## src/rtl/clusterv_banked_sram_ctrl.sv

```systemverilog
// clusterv_banked_sram_ctrl: Wishbone target over banked single-port SRAM with byte enables
module clusterv_banked_sram_ctrl #(
  parameter int DAT_WIDTH      = 32,
  parameter int ADR_WIDTH      = 32,
  parameter int N_BANKS        = 4,
  parameter int BANK_ADR_WIDTH = 10,
  parameter int WINDOW_WIDTH   = 16,
  parameter int INTERLEAVE     = 0,
  parameter int RD_LATENCY     = 1
) (
  input  logic                                clock,
  input  logic                                reset_n,
  input  logic [ADR_WIDTH-1:0]                t_adr,
  input  logic [DAT_WIDTH-1:0]                t_dat_w,
  output logic [DAT_WIDTH-1:0]                t_dat_r,
  input  logic                                t_cyc,
  input  logic                                t_stb,
  input  logic                                t_we,
  input  logic [DAT_WIDTH/8-1:0]              t_sel,
  output logic                                t_ack,
  output logic                                t_err,
  output logic [N_BANKS*BANK_ADR_WIDTH-1:0]   m_addr,
  output logic [N_BANKS*DAT_WIDTH-1:0]        m_write_data,
  input  logic [N_BANKS*DAT_WIDTH-1:0]        m_read_data,
  output logic [N_BANKS-1:0]                  m_write_en,
  output logic [N_BANKS-1:0]                  m_read_en,
  output logic [N_BANKS*DAT_WIDTH/8-1:0]      m_byte_en
);
  localparam int SW  = DAT_WIDTH / 8;
  localparam int OFS = $clog2(SW);
  localparam int BB  = $clog2(N_BANKS);
  localparam int BW  = BB > 0 ? BB : 1;
  localparam int WAW = WINDOW_WIDTH - OFS;
  localparam int BEW = N_BANKS * SW;
  typedef enum logic [1:0] {IDLE, RD_WAIT, RESP} state_t;
  state_t state, state_n;
  logic [1:0] cnt, cnt_n;
  logic [BW-1:0] bank, bank_q, bank_n;
  logic abort, abort_n, ack_n, err_n;
  logic [DAT_WIDTH-1:0] dat_n;
  logic [WAW-1:0] wa, wa_hi, wa_lo, wa_top;
  logic [BANK_ADR_WIDTH-1:0] baddr;
  logic req, oor, go;
  logic unused_ok;

  assign wa     = t_adr[WINDOW_WIDTH-1:OFS];
  assign wa_hi  = wa >> BANK_ADR_WIDTH;
  assign wa_lo  = wa >> BB;
  assign wa_top = wa >> (BB + BANK_ADR_WIDTH);
  assign bank   = (INTERLEAVE != 0 ? wa[BW-1:0] : wa_hi[BW-1:0]) & BW'(N_BANKS - 1);
  assign baddr  = INTERLEAVE != 0 ? wa_lo[BANK_ADR_WIDTH-1:0] : wa[BANK_ADR_WIDTH-1:0];
  assign oor    = |wa_top;
  assign req    = t_cyc & t_stb;
  assign go     = reset_n & req & ~oor & (state == IDLE);
  assign unused_ok = ^{t_adr, wa_hi, wa_lo};

  assign m_addr       = {N_BANKS{baddr}};
  assign m_write_data = {N_BANKS{t_dat_w}};
  assign m_write_en   = (go & t_we & |t_sel) ? N_BANKS'(1) << bank : '0;
  assign m_read_en    = (go & ~t_we) ? N_BANKS'(1) << bank : '0;
  assign m_byte_en    = (go & t_we) ? BEW'(t_sel) << (bank * SW) : '0;

  // next state, read-latency countdown, read capture and response generation
  always_comb begin
    state_n = state;
    cnt_n   = cnt;
    bank_n  = bank_q;
    abort_n = abort;
    ack_n   = 1'b0;
    err_n   = 1'b0;
    dat_n   = t_dat_r;
    case (state)
      IDLE: if (req) begin
        abort_n = 1'b0;
        if (oor) begin
          err_n   = 1'b1;
          state_n = RESP;
        end else if (t_we) begin
          ack_n   = 1'b1;
          state_n = RESP;
        end else begin
          bank_n  = bank;
          cnt_n   = 2'(RD_LATENCY - 1);
          state_n = RD_WAIT;
        end
      end
      RD_WAIT: begin
        abort_n = abort | ~t_cyc;
        cnt_n   = cnt - 2'd1;
        if (cnt == 2'd0) begin
          dat_n   = m_read_data[bank_q*DAT_WIDTH +: DAT_WIDTH];
          ack_n   = t_cyc & ~abort;
          cnt_n   = 2'd0;
          state_n = RESP;
        end
      end
      default: state_n = IDLE;
    endcase
  end

  // state and registered bus responses; reset cancels any operation in flight
  always_ff @(posedge clock or negedge reset_n) begin
    if (!reset_n) begin
      state   <= IDLE;
      cnt     <= '0;
      bank_q  <= '0;
      abort   <= 1'b0;
      t_ack   <= 1'b0;
      t_err   <= 1'b0;
      t_dat_r <= '0;
    end else begin
      state   <= state_n;
      cnt     <= cnt_n;
      bank_q  <= bank_n;
      abort   <= abort_n;
      t_ack   <= ack_n;
      t_err   <= err_n;
      t_dat_r <= dat_n;
    end
  end
endmodule
```

## config.mk

```make
export PLATFORM = sky130hd
export DESIGN_NAME = clusterv_banked_sram_ctrl
export DESIGN_NICKNAME = d
export VERILOG_FILES = /design/src/rtl/clusterv_banked_sram_ctrl.sv
export SDC_FILE = /design/constraint.sdc
export NUM_CORES = 1
export LEC_CHECK = 0
export CAP_MARGIN = 5
export CORE_AREA = 2 2 168 170
export CTS_BUF_LIST = sky130_fd_sc_hd__clkbuf_2 sky130_fd_sc_hd__clkbuf_4 sky130_fd_sc_hd__clkbuf_8
export DETAILED_ROUTE_END_ITERATION = 10
export DIE_AREA = 0 0 170 172
export GPL_TIMING_DRIVEN = 1
export PLACE_DENSITY_LB_ADDON = 0.08
export SLEW_MARGIN = 20
export SYNTH_ARGS = -nofsm -noshare
export SYNTH_HDL_FRONTEND = slang
export SYNTH_SLANG_ARGS = --single-unit
```

## constraint.sdc

```tcl
create_clock -name clock -period 4.2 [get_ports clock]
set_input_delay 0.63 -clock clock [delete_from_list [all_inputs] [get_ports clock]]
set_output_delay 0.63 -clock clock [all_outputs]
set_load 0.05 [all_outputs]
```

==> results.md <==
* Status: complete, no violations
* Setup violations, final at 0
* Die span in y at 172 um
* Vias at between 2000 and 3000
* Via/cell ratio at 3.52
* Core outline area at 27500 um^2
* Fin area at between 5000 and 6000 um^2
* Final hold viol count at 0
* Tightest Hold Check Type: primary input to asynchronous set/reset pin
* Util after Layout at 18.5%
* Layout cells sized above 1 at 23.1%
* CTS tree: built
* H-tree depth at 2
* N_diodes at 0
* Placed inst area at between 4000 and 5000 um^2
* Placed cell count at 711
* TritonRoute pass-1 iters at 4
* Final ANT Viol Nets at 0
* DRT iter0 DRCs at 49
* Hpwl dp at between 10000 and 15000 um
* Site row count at 61
* Clk_lat worst skew at 310 ps
* Top area cells in the synthesized netlist: buf_4, dfrtp_1, mux4_2
* Worst-path cell chain: clkdlybuf4s50_1 -> and4bb_2 -> nand2_1 -> nor4_1 -> clkdlybuf4s50_1
* Synth cell types at 30
* Maximum vdd drop at around 0.00015 V
* Clock Sink Count at 41
* Syn Nets at 545
* Post-synth EDFFs at 0
* Top-area cell type share of the netlist area at approximately a third
* CP endpoint kind: output port
* Tmin final at 3630 ps
* Clock root cell: clkbuf_8
* Post-cts sizing count at 0
* Die width at roughly 170 um
* Number of synthesized register bits at 41
* Pleak at around 1.8 nW
* Syn avg cell area at 11.5 um^2
* Critical path class: primary input to output port
* # nets final at 573
* Fmax achieved at 276 MHz
* Synth Warn # at 0
* Reg-to-reg startpoint: bank_q[0]$_DFFE_PN0P_
* Async S/R FF share, synth at 100%
* CTS clock-pin slew for the worst setup and hold paths at 90 ps
* Setup tns final at 0 ps
* Slew Limit Fails at 0
* P&R area growth vs syn at 28.9%
* Critical path depth at 5
* Largest net degree at the start of global routing at 42
* Total GRT Usage at 9.17%
* WP data arrival at 3000 ps
* Total routed wirelength at 14300 um
* Die ar. at around 30000 um^2
* Non-filler cells, final at 719
* Cts bufs inserted at 5
* Initial core utilization at 14.4%
* Crit path from: t_cyc
* Crit path buffers/inverters at 2
* Cells after synthesis at 344
* Skew final at 11.3 ps
* PortBufs at 198
* Unrepaired setup endpoints after global routing: no
* Vias in the first global route at 2687
* Most frequent CP cell: clkdlybuf4s50_1
* Rel. slew slack at between 30% and 40%
* Fin crit share at 86.4%
* Total grt overflow at 0
* FF-to-FF path depth at 3
* Routability congestion estimate at 0.663
* Critical Path RT at 3570 ps
* Least-Margin Pin Slew at 1000 ps
* Prevailing post-synth register cell: dfrtp_1
* Most frequent cell after synthesis: buf_4
* Post-synth top cells: buf_4, dfrtp_1, mux2_4, mux4_2, nor2_1
* Reg-to-reg endpoint: t_dat_r[24]$_DFFE_PN0P_
* CP max stage delay at 880 ps
* End point of the critical path: m_read_en[0]
* First-pass GRT wire length at 19200 um
* Setup repair bufs after CTS at 0
* Setup slack after placement at 551 ps
* Syn Std Cell Area at 3950 um^2
* IO Pins at 427
* PwrDens at 510 nW/um^2
* Antenna violations before repair at 1
* Clock buffer depth at 2
* DRC Markers at 0
* Final worst slack at around 570 ps
* Startpoint types: primary input
* Seq/Total Area, Yosys at 26.0%
* Critical path fanouts, max at 10
* Slowest CP cell: clkdlybuf4s50_1
* Reg2Reg Setup Slack at 1870 ps
* CTS Hold Buffers Added at 0
* Cell taking the most area after synthesis: buf_4
* WL per Instance at about 20 um
* Max-cap viol count at 0
* Delay-heaviest family, CP: buffers and inverters
==> placed cells by master (no fill, tap or decap), drive strengths merged <==
cell,count
o22a,1
nand2,3
o41ai,1
clkdlybuf4s50,192
or3,1
a31o,1
a32o,1
nor3,12
and4bb,1
o21ai,2
nand3b,1
buf,11
clkbuf,7
dfrtp,41
nor3b,2
mux4,32
nor4,2
clkinv,1
nor2,16
nand4,4
nand2b,3
mux2,34
o21a,1
a21oi,2
inv,1
==> cell type report <==
class | count | area [um^2]
well taps | 346 | 433
flip-flops and latches | 41 | 1030
clock inverters | 1 | 5.00
inverters | 1 | 3.75
multi-input cells | 120 | 1530
repair buffers | 203 | 2000
clock buffers | 7 | 96.3
fillers | 3009 | 22400
==> metal layers <==
layer	wire length (um)	vias up	GRT usage, %	share of wire (%)
li1	-	1091	-	-
met1	5640	1177	10.4	39
met2	6750	253	15.7	47
met3	1790	9	4.12	13
met4	145	0	2.34	1.0
met5	0	-	0	0
==> power breakdown <==
| part | leakage, nW | internal, mW | switching [mW] |
|---|---|---|---|
| combinational | 1.28 | 0.733 | 0.873 |
| clock | 0.0542 | 0.149 | 0.158 |
| sequential | 0.510 | 0.559 | 0.125 |
| total | 1.84 | 1.44 | 1.16 |
==> state kept, by name (all words and copies together), names as in the netlist <==
signal and cells:
t_ack 1, bank_q 2, cnt 2, abort 1
t_dat_r 32, state 2, t_err 1
==> logic make-up (layout without fill, tap and decap cells) <==
logic type / Yosys count / count (layout) / synth area share (%)
AOI/OAI and AO/OA: 9 / 9 / 1.61
muxes: 66 / 66 / 31.0
buffers and inverters: 183 / 212 / 35.4
and+or+nand+nor: 45 / 45 / 6.08
DFF: 41 / 41 / 26.0
==> worst register-to-register path, cell delays in order (launching register included) <==
cell	delay [ps]
dfrtp_2	1030
buf_4	380
mux4_2	540
mux2_4	270
==> stage by stage <==
| step | power (mW) | hold WS (ps) |
|---|---|---|
| floorplan | 2.16 | 334 |
| global placement | 2.34 | 490 |
| detailed placement | 2.31 | 490 |
| CTS | 2.66 | 514 |
| global route | 2.73 | 525 |
| finish | 2.60 | 465 |
==> worst min path at each step <==
stage                                  startpoint                       to  depth (start not counted)
after floorplan                           reset_n        abort$_DFFE_PN0P_                          0
after CTS                                 reset_n       cnt[1]$_DFFE_PN0P_                          2
after detailed placement  t_dat_r[12]$_DFFE_PN0P_  t_dat_r[12]$_DFFE_PN0P_                          1
final                                     reset_n       cnt[1]$_DFFE_PN0P_                          2
after global routing                      reset_n       cnt[1]$_DFFE_PN0P_                          2
after global placement      bank_q[1]$_DFFE_PN0P_    bank_q[1]$_DFFE_PN0P_                          1
Power figures use the tool's default switching activity.
==> edit, RTL diff (same flow settings) <==
Put one more register stage on the output `t_err`, with the module's reset. The value now appears one clock later. The other outputs are not delayed to match.
--- a/src/rtl/clusterv_banked_sram_ctrl.sv
+++ b/src/rtl/clusterv_banked_sram_ctrl.sv
@@ -33,6 +33,8 @@
   localparam int WAW = WINDOW_WIDTH - OFS;
   localparam int BEW = N_BANKS * SW;
   typedef enum logic [1:0] {IDLE, RD_WAIT, RESP} state_t;
+
+  logic t_err_s0;
   state_t state, state_n;
   logic [1:0] cnt, cnt_n;
   logic [BW-1:0] bank, bank_q, bank_n;
@@ -106,7 +108,7 @@
       bank_q  <= '0;
       abort   <= 1'b0;
       t_ack   <= 1'b0;
-      t_err   <= 1'b0;
+      t_err_s0 <= 1'b0;
       t_dat_r <= '0;
     end else begin
       state   <= state_n;
@@ -114,8 +116,16 @@
       bank_q  <= bank_n;
       abort   <= abort_n;
       t_ack   <= ack_n;
-      t_err   <= err_n;
+      t_err_s0 <= err_n;
       t_dat_r <= dat_n;
     end
   end
+  always_ff @(posedge clock or negedge reset_n) begin
+    if (!reset_n) begin
+      t_err <= '0;
+    end else begin
+      t_err <= t_err_s0;
+    end
+  end
+
 endmodule
Behaviour: not the same (a bounded check fails within 4 cycles, from zero or initial values and one cycle with reset_n low).
==> edit against the original RTL <==
Cell count did not move; critical path depth did not move; first-iteration DRC count did not move; worst setup slack improved by 99 ps; power fell by 0.49%; area after synthesis rose by 0.63%; critical endpoint is now m_byte_en[8]; wire length rose by 7.4%; clock skew fell by 6.2 ps; worst hold slack got worse by 110 ps; sequential cell count rose by 1; synthesized cell count rose by 0.29%; final area barely moved; largest cell class unchanged.
==> edit: results (changes against the original RTL) <==
* P_leak at 1.85 nW (+0.42%)
* CTS buffer count at 5 (unchanged)
* TritonRoute pass-1 iters at 4 (unchanged)
* Nets at 574 (+0.17%)
* Top cells by area, synth: buf_4, dfrtp_1, mux4_2
* DR vias at 2,558 (+1.1%)
* Layout cell share with drive strength beyond 1 at 0.236 (+0.00536)
* Top delay family on crit path: buffers and inverters
* Largest net degree at the start of global routing at 43 (+2.4%)
* Antenna violations before repair at 1 (unchanged)
* Tot GR Track Use at 0.0990 (+0.00737)
* Synthesized Nets at 546 (+0.18%)
* CTS Buffer Depth at 2 (unchanged)
* Final GP Congestion at 0.660 (-0.41%)
* Status: finished, final reports clean
* Clock skew at 5.13 ps (-6.22 ps)
* Slowest stage cell, crit path: clkdlybuf4s50_1
* DP HPWL at 12.3 mm (+11%)
* YS warnings at 0 (unchanged)
* Flip-flop count of the largest register after layout at 32 (unchanged)
* Diode count at 0 (unchanged)
* Commonest cells in the synthesized netlist: buf_4, dfrtp_1, mux2_4, mux4_2, nor2_1
* Worst-path fanout max at 10 (unchanged)
* Sequential-to-total area share from yosys stat at 0.264 (+0.00466)
* Hold Crit Class: register to register
* Worst vdd ir at 170 uV (+17%)
* CP arrival at 2900 ps (-100 ps)
* Leading register cell type out of synthesis: dfrtp_1
* Largest Register: t_dat_r
* Post-synth cell types at 30 (unchanged)
* Global-route wire length before repair at 20.1 mm (+4.9%)
* Avg Cell Area, Syn at 11.5 um^2 (+0.34%)
* DR iter-0 viols at 49 (unchanged)
* Clk slew on worst S/H paths at roughly 80 ps
* Root Buffer: clkbuf_8
* Port Buffers at 198 (unchanged)
* Via/cell ratio at 3.56 (+1.1%)
* H-tree lvl count at 2 (unchanged)
* DP Area at 0.00501 mm^2 (+0.43%)
* Clk Latency, worst-skew pair at 310 ps (about the same)
* Pre-CTS WS at 634 ps (+82.6 ps)
* Async S/R FF share, synth at 1.00 (unchanged)
* CP peak stage delay at 820 ps (-60 ps)
* Worst-Margin Slew at 926 ps (-73.6 ps)
* CTS resizes at 0 (unchanged)
* Placed Instances at 712 (+0.14%)
* Drt wl/cell at 21.4 um (+7.4%)
* Post-CTS Setup Inserts at 0 (unchanged)
==> edit: layout make-up <==
type,instances,area [um^2]
tap,346,433
sequential,42,1050
multi-input combinational,120,1530
timing repair buffer,203,2000
inverter,1,3.75
fill,2988,22400
clock buffer,7,83.8
==> edit: path summary, 6_finish.rpt <==
kind,slack (ps),cells after the start,end,start
hold / removal,350,0,t_err,t_err_s0
setup reg to reg,1950,3,t_dat_r[1],bank_q[0]
hold reg to reg,350,0,t_err,t_err_s0
setup / recovery,670,5,m_byte_en[8],t_cyc
max in group asynchronous,3270,2,bank_q[1],reset_n
min in group asynchronous,500,2,t_dat_r[15],reset_n
==> edit: cells by family after synthesis <==
logic type      Yosys count  synth area share
simple gates             45            0.0604
flops                    42             0.264
buf+inv                 183             0.352
mux                      66             0.308
compound gates            9            0.0160
==> edit: routing by layer <==
metal	part of all wire	GRT usage
met2	0.47	0.168
met4	0.015	0.0301
met3	0.14	0.0529
met1	0.38	0.107
met5	0	0
==> edit: power by group <==
group          total (mW)  switching [mW]  leakage, nW  internal (mW)
combinational        1.57           0.844         1.28          0.731
clock               0.284           0.156       0.0452          0.128
sequential          0.725           0.155        0.522          0.569
